### src/rtl/alu_pkg.sv
// Shared definitions for the registered ALU execute stage: op encodings,
// FSM state encoding and the signed-overflow helper.
package alu_pkg;

    typedef enum logic [2:0] {
        OP_ADD = 3'd0,
        OP_SUB = 3'd1,
        OP_AND = 3'd2,
        OP_OR  = 3'd3,
        OP_SLL = 3'd4,
        OP_SRL = 3'd5,
        OP_SRA = 3'd6,
        OP_MUL = 3'd7
    } alu_op_e;

    typedef enum logic {
        ST_IDLE = 1'b0,
        ST_MUL  = 1'b1
    } alu_state_e;

    // Signed overflow from operand and result sign bits; sub treats b as negated.
    function automatic logic add_sub_overflow(input logic a_msb, input logic b_msb,
                                              input logic r_msb, input logic sub);
        if (sub)
            return (a_msb != b_msb) && (r_msb != a_msb);
        else
            return (a_msb == b_msb) && (r_msb != a_msb);
    endfunction

endpackage

### src/rtl/alu_exec_stage_if.sv
// Operand/request/result bundle between the register bank, the ALU execute
// stage and writeback.
interface alu_exec_stage_if #(
    parameter int WIDTH = 16,
    parameter int NSRC  = 10,
    parameter int SELW  = 4
);

    logic [NSRC*WIDTH-1:0] src_bus;
    logic [SELW-1:0]       sel1;
    logic [SELW-1:0]       sel2;
    logic                  use_din;
    logic [WIDTH-1:0]      din;
    logic [2:0]            op;
    logic                  start;

    logic                  busy;
    logic                  done;
    logic [WIDTH-1:0]      result;
    logic                  zero;
    logic                  overflow;
    logic                  greaterThan;
    logic                  lessThan;

    modport master (
        output src_bus, sel1, sel2, use_din, din, op, start,
        input  busy, done, result, zero, overflow, greaterThan, lessThan
    );

    modport slave (
        input  src_bus, sel1, sel2, use_din, din, op, start,
        output busy, done, result, zero, overflow, greaterThan, lessThan
    );

endinterface

### src/rtl/alu_mul_iter.sv
// Iterative shift-add unsigned multiplier: one partial product per step,
// WIDTH steps per product.
module alu_mul_iter #(
    parameter int WIDTH = 16
) (
    input  logic               clk,
    input  logic               reset,
    input  logic               load,
    input  logic               step,
    input  logic [WIDTH-1:0]   a,
    input  logic [WIDTH-1:0]   b,
    output logic [2*WIDTH-1:0] prod,
    output logic               last
);

    localparam int CW = (WIDTH > 1) ? $clog2(WIDTH) : 1;

    logic [2*WIDTH-1:0] mcand_q, mcand_d;
    logic [2*WIDTH-1:0] acc_q, acc_d;
    logic [WIDTH-1:0]   mplier_q, mplier_d;
    logic [CW-1:0]      count_q, count_d;
    logic [2*WIDTH-1:0] partial;

    // prod already includes the current step, so the caller can register it on last.
    assign partial = acc_q + (mplier_q[0] ? mcand_q : '0);
    assign prod    = partial;
    assign last    = step && (count_q == CW'(WIDTH - 1));

    always_comb begin
        mcand_d  = mcand_q;
        acc_d    = acc_q;
        mplier_d = mplier_q;
        count_d  = count_q;
        if (load) begin
            mcand_d  = {{WIDTH{1'b0}}, a};
            acc_d    = '0;
            mplier_d = b;
            count_d  = '0;
        end else if (step) begin
            acc_d    = partial;
            mcand_d  = mcand_q << 1;
            mplier_d = mplier_q >> 1;
            count_d  = count_q + CW'(1);
        end
    end

    always_ff @(posedge clk) begin
        if (reset) begin
            mcand_q  <= '0;
            acc_q    <= '0;
            mplier_q <= '0;
            count_q  <= '0;
        end else begin
            mcand_q  <= mcand_d;
            acc_q    <= acc_d;
            mplier_q <= mplier_d;
            count_q  <= count_d;
        end
    end

endmodule

### src/rtl/alu_exec_stage.sv
// Registered ALU execute stage: operand select, single-cycle ALU ops and a
// multi-cycle multiply behind a start/busy/done handshake.
module alu_exec_stage
    import alu_pkg::*;
#(
    parameter int WIDTH = 16,
    parameter int NSRC  = 10,
    parameter int SELW  = 4
) (
    input  logic             clk,
    input  logic             reset,
    alu_exec_stage_if.slave  bus
);

    localparam int SHW = (WIDTH > 1) ? $clog2(WIDTH) : 1;

    logic [WIDTH-1:0]   op_a, op_b, src2;
    logic [SHW-1:0]     shamt;
    alu_op_e            op;
    logic [WIDTH-1:0]   alu_res;
    logic               alu_ovf;
    logic               cmp_gt, cmp_lt;

    logic               mul_load, mul_step, mul_last;
    logic [2*WIDTH-1:0] mul_prod;

    alu_state_e         state_q, state_d;
    logic [WIDTH-1:0]   result_q, result_d;
    logic               zero_q, zero_d;
    logic               ovf_q, ovf_d;
    logic               gt_q, gt_d;
    logic               lt_q, lt_d;
    logic               done_q, done_d;
    logic               mul_gt_q, mul_gt_d;
    logic               mul_lt_q, mul_lt_d;

    // Out-of-range select indices fall through to zero.
    always_comb begin
        op_a = '0;
        src2 = '0;
        for (int k = 0; k < NSRC; k++) begin
            if (bus.sel1 == SELW'(k)) op_a = bus.src_bus[k*WIDTH +: WIDTH];
            if (bus.sel2 == SELW'(k)) src2 = bus.src_bus[k*WIDTH +: WIDTH];
        end
        op_b = bus.use_din ? bus.din : src2;
    end

    assign op     = alu_op_e'(bus.op);
    assign shamt  = op_b[SHW-1:0];
    assign cmp_gt = $signed(op_a) > $signed(op_b);
    assign cmp_lt = $signed(op_a) < $signed(op_b);

    always_comb begin
        alu_res = '0;
        alu_ovf = 1'b0;
        case (op)
            OP_ADD: begin
                alu_res = op_a + op_b;
                alu_ovf = add_sub_overflow(op_a[WIDTH-1], op_b[WIDTH-1], alu_res[WIDTH-1], 1'b0);
            end
            OP_SUB: begin
                alu_res = op_a - op_b;
                alu_ovf = add_sub_overflow(op_a[WIDTH-1], op_b[WIDTH-1], alu_res[WIDTH-1], 1'b1);
            end
            OP_AND:  alu_res = op_a & op_b;
            OP_OR:   alu_res = op_a | op_b;
            OP_SLL:  alu_res = op_a << shamt;
            OP_SRL:  alu_res = op_a >> shamt;
            OP_SRA:  alu_res = $signed(op_a) >>> shamt;
            default: alu_res = '0;
        endcase
    end

    alu_mul_iter #(.WIDTH(WIDTH)) u_mul (
        .clk   (clk),
        .reset (reset),
        .load  (mul_load),
        .step  (mul_step),
        .a     (op_a),
        .b     (op_b),
        .prod  (mul_prod),
        .last  (mul_last)
    );

    // Comparison flags for a multiply are captured at acceptance, since the
    // operand sources may change while the product is being built.
    always_comb begin
        state_d  = state_q;
        result_d = result_q;
        zero_d   = zero_q;
        ovf_d    = ovf_q;
        gt_d     = gt_q;
        lt_d     = lt_q;
        done_d   = 1'b0;
        mul_gt_d = mul_gt_q;
        mul_lt_d = mul_lt_q;
        mul_load = 1'b0;
        mul_step = 1'b0;
        case (state_q)
            ST_IDLE: begin
                if (bus.start) begin
                    if (op == OP_MUL) begin
                        mul_load = 1'b1;
                        mul_gt_d = cmp_gt;
                        mul_lt_d = cmp_lt;
                        state_d  = ST_MUL;
                    end else begin
                        result_d = alu_res;
                        zero_d   = (alu_res == '0);
                        ovf_d    = alu_ovf;
                        gt_d     = cmp_gt;
                        lt_d     = cmp_lt;
                        done_d   = 1'b1;
                    end
                end
            end
            ST_MUL: begin
                mul_step = 1'b1;
                if (mul_last) begin
                    result_d = mul_prod[WIDTH-1:0];
                    zero_d   = (mul_prod[WIDTH-1:0] == '0);
                    ovf_d    = |mul_prod[2*WIDTH-1:WIDTH];
                    gt_d     = mul_gt_q;
                    lt_d     = mul_lt_q;
                    done_d   = 1'b1;
                    state_d  = ST_IDLE;
                end
            end
            default: state_d = ST_IDLE;
        endcase
    end

    always_ff @(posedge clk) begin
        if (reset) begin
            state_q  <= ST_IDLE;
            result_q <= '0;
            zero_q   <= 1'b0;
            ovf_q    <= 1'b0;
            gt_q     <= 1'b0;
            lt_q     <= 1'b0;
            done_q   <= 1'b0;
            mul_gt_q <= 1'b0;
            mul_lt_q <= 1'b0;
        end else begin
            state_q  <= state_d;
            result_q <= result_d;
            zero_q   <= zero_d;
            ovf_q    <= ovf_d;
            gt_q     <= gt_d;
            lt_q     <= lt_d;
            done_q   <= done_d;
            mul_gt_q <= mul_gt_d;
            mul_lt_q <= mul_lt_d;
        end
    end

    assign bus.busy        = (state_q == ST_MUL);
    assign bus.done        = done_q;
    assign bus.result      = result_q;
    assign bus.zero        = zero_q;
    assign bus.overflow    = ovf_q;
    assign bus.greaterThan = gt_q;
    assign bus.lessThan    = lt_q;

endmodule

### src/flat_wrapper.sv
// flat-port wrapper written by rule: the top's interface ports become plain ports
module alu_exec_stage_flat import alu_pkg::*;
#(
    parameter int WIDTH = 16,
    parameter int NSRC  = 10,
    parameter int SELW  = 4
)
  (clk, reset, bus_src_bus, bus_sel1, bus_sel2, bus_use_din, bus_din, bus_op, bus_start, bus_busy, bus_done, bus_result, bus_zero, bus_overflow, bus_greaterThan, bus_lessThan);
  alu_exec_stage_if #(.WIDTH(WIDTH), .NSRC(NSRC), .SELW(SELW)) bus_i ();
  input  logic clk;
  input  logic reset;
  input wire logic [$bits(bus_i.src_bus)-1:0] bus_src_bus;
  input wire logic [$bits(bus_i.sel1)-1:0] bus_sel1;
  input wire logic [$bits(bus_i.sel2)-1:0] bus_sel2;
  input wire logic [$bits(bus_i.use_din)-1:0] bus_use_din;
  input wire logic [$bits(bus_i.din)-1:0] bus_din;
  input wire logic [$bits(bus_i.op)-1:0] bus_op;
  input wire logic [$bits(bus_i.start)-1:0] bus_start;
  output wire logic [$bits(bus_i.busy)-1:0] bus_busy;
  output wire logic [$bits(bus_i.done)-1:0] bus_done;
  output wire logic [$bits(bus_i.result)-1:0] bus_result;
  output wire logic [$bits(bus_i.zero)-1:0] bus_zero;
  output wire logic [$bits(bus_i.overflow)-1:0] bus_overflow;
  output wire logic [$bits(bus_i.greaterThan)-1:0] bus_greaterThan;
  output wire logic [$bits(bus_i.lessThan)-1:0] bus_lessThan;
  assign bus_i.src_bus = bus_src_bus;
  assign bus_i.sel1 = bus_sel1;
  assign bus_i.sel2 = bus_sel2;
  assign bus_i.use_din = bus_use_din;
  assign bus_i.din = bus_din;
  assign bus_i.op = bus_op;
  assign bus_i.start = bus_start;
  assign bus_busy = bus_i.busy;
  assign bus_done = bus_i.done;
  assign bus_result = bus_i.result;
  assign bus_zero = bus_i.zero;
  assign bus_overflow = bus_i.overflow;
  assign bus_greaterThan = bus_i.greaterThan;
  assign bus_lessThan = bus_i.lessThan;
  alu_exec_stage #(.WIDTH(WIDTH), .NSRC(NSRC), .SELW(SELW)) u_core (.clk(clk), .reset(reset), .bus(bus_i));
endmodule
### config.mk
export PLATFORM = sky130hd
export DESIGN_NAME = alu_exec_stage_flat
export DESIGN_NICKNAME = d
export VERILOG_FILES = /design/src/rtl/alu_pkg.sv /design/src/rtl/alu_exec_stage_if.sv /design/src/rtl/alu_mul_iter.sv /design/src/rtl/alu_exec_stage.sv /design/src/flat_wrapper.sv
export SDC_FILE = /design/constraint.sdc
export NUM_CORES = 1
export LEC_CHECK = 0
export CORE_AREA = 8 8 185 187
export CTS_BUF_LIST = sky130_fd_sc_hd__clkbuf_16
export DETAILED_ROUTE_END_ITERATION = 10
export DIE_AREA = 0 0 193 195
export DONT_BUFFER_PORTS = 1
export PLACE_DENSITY = 0.63
export SETUP_SLACK_MARGIN = 0.4
export SLEW_MARGIN = 20
export SYNTH_ARGS = -nofsm -noshare
export SYNTH_HDL_FRONTEND = slang
export SYNTH_HIERARCHICAL = 1
export SYNTH_SLANG_ARGS = --single-unit
### constraint.sdc
create_clock -name clk -period 8.2 [get_ports clk]
set_input_delay 0.82 -clock clk [delete_from_list [all_inputs] [get_ports clk]]
set_output_delay 0.82 -clock clk [all_outputs]
set_load 0.1 [all_outputs]
==> flow_summary_export.csv, run 1 <==
group,metric,value,unit
worst_setup_path,crit_top_cell,"and4_1",
worst_setup_path,start_kind,"primary input",
floorplan,die_w,193,um
clocking,ctsResizeCount,0,
timing,max_freq,0.181,GHz
final_layout,nets,1897,
routing,post_drt_wl_per_cell,25.4,um
logic_synthesis,synth-seq-cells,108,
global_route,grtUsageTotal,0.261,
timing,finalCritPeriodShare,0.673,
clocking,cts.path.max_buffers,2,
min_path,min_path_type,"reg2reg",
worst_setup_path,r2r_end,"u_core/bus.overflow",
clocking,cts_setup_buffers,0,
routing,drt_iter0_markers,1476,
floorplan,start_util,0.425,
logic_synthesis,seq_area_frac_synth,0.163,
routing,routed_via_density,6.59,
logic_synthesis,synth_area,0.0133,mm2
worst_setup_path,cp.depth,19,
timing,final_hold_viol_count,0,
power_and_ir_drop,power.total,1.78,mW
logic_synthesis,synth_nets,1995,
worst_setup_path,critPathLaunch,"bus_sel2[2]",
timing,finalSetupTns,0,ps
global_route,first_global_vias,12400,
worst_setup_path,crit_buf_inv,3,
logic_synthesis,syn_avg_cell_area,7.74,um2
job,maxCapViolations,0,
power_and_ir_drop,leakage,5.32,nW
floorplan,die_y,195,um
logic_synthesis,syn_inst,1717,
timing,drv_slew,0,
clocking,cts.sinks,108,
worst_setup_path,arrival,5790,ps
worst_setup_path,critPathCapture,"u_core/bus.zero",
worst_setup_path,r2r_start,"u_core/u_mul/mplier_q[0]",
timing,setup_violations,0,
routing,detail-route-antenna-nets,0,
floorplan,die_area,0.0376,mm2
final_layout,fillers,3269,
clocking,htreeDepth,3,
logic_synthesis,synthFlopType,"dfxtp_1",
placed_design,hpwl,40.4,mm
routing,drc,0,
worst_setup_path,end_kind,"flip-flop",
global_route,grt_max_degree,70,
outcome,status,"completed",
logic_synthesis,yosys.area.top_type,"dfxtp_1",
final_layout,area_delta_synth_final,2.31,%
timing,fin_worst_skew,19.7,ps
clocking,clk_pin_slew,90,ps
timing,rsz0062_at_grt,"false",
placed_design,gp_congestion,1.01,
power_and_ir_drop,irDropWorstVdd,0.106,mV
clocking,clockRootBuffer,"clkbuf_16",
worst_setup_path,r2r_setup_slack,3470,ps
clocking,clkLatencyLatePin,370,ps
worst_setup_path,critPathSlowestCell,"o311ai_0",
final_layout,diodes,0,
logic_synthesis,synth_area_leaders,"dfxtp_1 16%, mux2i_1 9.3%, ha_1 7.9%",
global_route,grt_pass1_wl,76.9,mm
worst_setup_path,slowest_delay,580,ps
floorplan,core,0.0312,mm2
logic_synthesis,yosysUniqueCellTypes,105,
floorplan,core.rowCount,65,
placed_design,portBuffers,0,
final_layout,layout_common_cells,"211 x nor2_1, 158 x a21oi_1, 124 x mux2i_1, 114 x nand2_1, 107 x dfxtp_1",
logic_synthesis,synthArstFlopShare,0,
logic_synthesis,synth_top_area_frac,0.163,
routing,first_pass_iters,7,
worst_setup_path,path_delay_family,"simple AND/OR/NAND/NOR gates",
clocking,cts_hold_buf,0,
worst_setup_path,cp.required,8470,ps
worst_setup_path,reg2reg_depth,15,
clocking,cts_tree,"built",
global_route,antenna_found_initial,0,
worst_setup_path,path_cells,"clkinv_1 -> nand3b_1 -> o221ai_1 -> a311o_1 -> nand2_2 -> inv_2 -> ha_1 -> inv_1 -> a21oi_1 -> or3_1 -> and3_1 -> o311ai_0 -> nand2_1 -> a221oi_1 -> a21o_1 -> and4_1 -> and4_1 -> nand4_1 -> o41ai_2",
timing,period_needed,5520,ps
logic_synthesis,ys_warn_count,6,
routing,num_vias,13300,
final_layout,final_common_cell,"nor2_1",
routing,drt_wl_total,51.4,mm
final_layout,drive_above_1_share,0.0881,
floorplan,ios,213,
clocking,numCtsBuffers,9,
logic_synthesis,synth-edff-count,0,
worst_setup_path,worstSetupPathType,"in2reg",
power_and_ir_drop,p_per_area,131,mW/mm2
timing,worst_pin_slew,1120,ps
worst_setup_path,path_max_fanout,36,
timing,relSlewSlack,0.254,
global_route,grt.overflow.total,0,
[final cells by class]
type                       instances  area [um2]  area share
clock inverter                     7        86.3     0.00635
clock buffer                       9         225      0.0166
timing repair buffer              12        90.1     0.00663
sequential                       108        2170       0.159
tap                              402         503      0.0370
inverter                          68         255      0.0188
multi-input combinational       1420       10300       0.755
[stage by stage]
stage	area (um2)	worst slack, ps	hold WS (ps)	utilization	instances
2_1_floorplan	13300	2780	456	-	1717
3_3_place_gp	13300	2480	469	0.425	2010
3_5_place_dp	13300	2440	473	0.425	2010
4_1_cts	13600	2800	497	0.435	2026
5_1_grt	13600	2360	496	0.435	2026
6_report	13600	2680	496	0.435	2026
[worst register-to-register path: cells and delay by family, from the launching register on]
kind | cells | cell delay, ps
flip-flops | 1 | 630
adder cells (fa/ha/maj) | 2 | 660
AND/OR/NAND/NOR | 7 | 2070
AO/OA/AOI/OAI | 5 | 1190
XOR/XNOR | 1 | 80
[cell families (layout without fill, tap and decap cells)]
logic type	count (synthesis)	count (layout)	share of synthesized area
and+or+nand+nor	563	563	0.205
AOI/OAI and AO/OA	524	524	0.267
muxes	196	196	0.182
buffers and inverters	189	96	0.0661
DFF	108	108	0.163
adders and majority gates	87	87	0.0837
xor gates and xnor gates	50	50	0.0330
[sequential cells by signal (all words and copies together) (netlist names)]
signal                  flops
u_core/bus.greaterThan      1
u_core/u_mul/count_q        4
u_core/bus.busy             1
u_core/bus.done             1
u_core/mul_gt_q             1
u_core/bus.lessThan         1
u_core/u_mul/mcand_q       32
u_core/u_mul/mplier_q      16
u_core/bus.result          16
u_core/bus.zero             1
u_core/u_mul/acc_q         32
u_core/mul_lt_q             1
u_core/bus.overflow         1
[report_power, final]
part           internal [mW]  total, mW  switching [mW]  leakage (nW)
Combinational          0.270      0.710           0.439          4.29
Clock                  0.221      0.449           0.228         0.151
Sequential             0.537      0.617          0.0797         0.874
Total                   1.03       1.78           0.747          5.32
[per-layer routing]
metal	track usage	vias up	wire length, um
li1	-	6176	-
met1	0.331	6357	20700
met2	0.438	730	24200
met3	0.0602	82	4990
met4	0.0693	0	1420
met5	0	-	0
[Yosys cell counts (all sizes together) (6+ instances only)]
cell type	instances
ha	84
o22ai	16
a211oi	23
xnor2	34
a31oi	12
nand2	115
mux2	39
a22o	20
mux2i	126
o211ai	25
a22oi	11
nor2	216
buf	63
nand3	30
xor2	16
a2111oi	6
a221oi	21
a21boi	7
o21ai	84
a21o	24
clkbuf	58
or3	9
or2	7
o31ai	10
nor3b	9
and2	41
dfxtp	108
nor4	15
and3	10
o2111ai	9
nor2b	18
o21bai	16
a21oi	161
nand4	11
nor3	33
o41ai	6
inv	66
nand2b	20
o31a	14
o221ai	7
mux4	31
[worst min-delay path by stage]
| stage | from | endpoint | slack, ps | cells after the start |
|---|---|---|---|---|
| 3_5_place_dp | u_core/u_mul/acc_q[22] | u_core/u_mul/acc_q[22] | 470 | 1 |
| 4_1_cts | u_core/u_mul/acc_q[21] | u_core/u_mul/acc_q[21] | 500 | 1 |
| 6_report | u_core/u_mul/acc_q[30] | u_core/u_mul/acc_q[30] | 500 | 1 |
| 5_1_grt | reset | u_core/bus.result[5] | 500 | 1 |
| 3_3_place_gp | u_core/u_mul/acc_q[20] | u_core/u_mul/acc_q[20] | 470 | 1 |
| 2_1_floorplan | u_core/u_mul/acc_q[21] | u_core/u_mul/acc_q[21] | 460 | 1 |
No activity file was read; power rests on OpenSTA's default activity.
==> run 2: changes to the inputs <==
Clock period 8.2 ns to 5.3 ns, I/O delays scaled along.
==> run 2 against run 1 <==
  * Via count increased by 0.34%
  * Sequential power grew 56%
  * Worst hold slack lost 280 ps
  * Wire length shrank 0.62%
  * Non-clock buffer count grew 18
  * Power up 57%
  * Clock power up 62%
  * Sequential share of layout area decreased by 0.14 points
  * Final cell count increased by 0.99%
  * Highest routed layer unchanged
==> flow_summary_export.csv, run 2 (same netlist as run 1, synthesis figures left out) <==
group,metric,value,unit
placed_design,place_ws,447,ps
routing,first_pass_iters,6,
clocking,cts_hold_buf,0,
timing,setup_violations,0,
placed_design,dp.cells,2028,
final_layout,layout_common_cells,"213 x nor2_1, 158 x a21oi_1, 124 x mux2i_1, 114 x nand2_1, 107 x dfxtp_1",
clocking,cts.sinks,108,
global_route,grt_max_degree,70,
routing,post_drt_wl_per_cell,25.0,um
timing,relSlewSlack,0.269,
final_layout,drive_above_1_share,0.0962,
worst_setup_path,arrival,4950,ps
clocking,ctsResizeCount,0,
clocking,clkLatencyLatePin,370,ps
clocking,cts.path.max_buffers,2,
floorplan,core.rowCount,65,
timing,fin_worst_skew,19.2,ps
final_layout,fillers,3272,
final_layout,top_regs,"u_core/u_mul/acc_q: 32 flops, u_core/u_mul/mcand_q: 32 flops",
worst_setup_path,cp.required,5620,ps
worst_setup_path,end_kind,"flip-flop",
timing,max_freq,0.216,GHz
timing,period_needed,4640,ps
routing,detail-route-antenna-nets,0,
timing,final_hold_viol_count,0,
power_and_ir_drop,irDropWorstVdd,0.150,mV
global_route,grt_pass1_wl,77.6,mm
job,maxCapViolations,0,
global_route,top_usage_layer,"met2",
worst_setup_path,start_kind,"primary input",
power_and_ir_drop,leakage,5.40,nW
clocking,numCtsBuffers,9,
power_and_ir_drop,power.total,2.78,mW
min_path,min_path_type,"in2reg",
timing,hold_ws,214,ps
final_layout,final_common_cell,"nor2_1",
clocking,clockRootBuffer,"clkbuf_16",
routing,drc,0,
global_route,grtUsageTotal,0.262,
routing,drt_iter0_markers,1314,
clocking,cts_tree,"built",
worst_setup_path,worstSetupPathType,"in2reg",
floorplan,start_util,0.425,
global_route,grtUsageMet1,0.323,
clocking,cts_setup_buffers,0,
timing,finalCritPeriodShare,0.875,
placed_design,hpwl,39.6,mm
routing,drt_wl_total,51.1,mm
placed_design,portBuffers,0,
placed_design,gp_congestion,0.993,
floorplan,die_area,0.0376,mm2
timing,rsz0062_at_grt,"false",
timing,finalSetupTns,0,ps
final_layout,area_delta_synth_final,3.23,%
global_route,grt.overflow.total,0,
floorplan,die_y,195,um
final_layout,nets,1915,
floorplan,die_w,193,um
global_route,met2_usage,0.424,
timing,worst_pin_slew,1100,ps
routing,num_vias,13400,
power_and_ir_drop,p_per_area,203,mW/mm2
floorplan,core,0.0312,mm2
final_layout,design_area,0.0137,mm2
global_route,antenna_found_initial,1,
global_route,grtUsageMet3,0.0739,
final_layout,final_cells,2046,
outcome,status,"completed",
routing,routed_via_density,6.54,
floorplan,ios,213,
clocking,clk_pin_slew,90,ps
clocking,htreeDepth,3,
final_layout,final_util,0.439,
worst_setup_path,path_max_fanout,69,
placed_design,placed_cell_area,0.0134,mm2
global_route,first_global_vias,12900,
timing,setup_slack,663,ps
timing,drv_slew,0,
run 2: cell count changes in the layout (fill, tap and decap cells not counted), moves of 2 or more:
cell / change
buf_4: +18
diode_2: +2
nor2_2: -2
inv_8: +3
inv_6: -2
nor2_1: +2
run 2: critical path, cell delays in order:
cell       delay [ps]
inv_2             170
nor2_1            120
a21o_1            190
a222oi_1          260
nor2_1             70
a221oi_1          200
o21ai_0           140
mux2_2            310
ha_1              420
o21a_1            150
o21ai_0           140
a21oi_1            90
o311a_1           360
o2111ai_1         340
a21oi_1           120
o21ai_0           220
nor2b_1           310
xnor2_1           150
a221oi_1          110
or3_1             390
a21oi_1           120
run 2: report_power, final:
| group | internal [mW] | leakage, nW | switching, mW |
|---|---|---|---|
| sequential | 0.831 | 0.874 | 0.130 |
| combinational | 0.431 | 4.38 | 0.666 |
| clock | 0.339 | 0.146 | 0.387 |
run 2: area by class of cell:
| type | count | area, um2 | area share |
|---|---|---|---|
| clock inverter | 7 | 77.6 | 0.00566 |
| antenna | 2 | 5.00 | 0.000365 |
| sequential | 108 | 2170 | 0.158 |
| inverter | 68 | 255 | 0.0186 |
| tap | 402 | 503 | 0.0367 |
| multi-input combinational | 1420 | 10300 | 0.748 |
| timing repair buffer | 30 | 225 | 0.0164 |
| clock buffer | 9 | 225 | 0.0164 |
run 2: worst paths after layout:
kind	slack (ps)	cells after the start	start	to
max	660	21	bus_sel2[0]	u_core/bus.overflow
max reg2reg	940	15	u_core/u_mul/mplier_q[0]	u_core/bus.overflow
min	210	1	reset	u_core/bus.result[4]
min reg2reg	500	1	u_core/u_mul/acc_q[25]	u_core/u_mul/acc_q[25]
run 2: per-layer routing:
layer,share of wire,wire [um]
met4,0.040,2050
met1,0.40,20700
met3,0.11,5400
met5,0,0
met2,0.45,22900
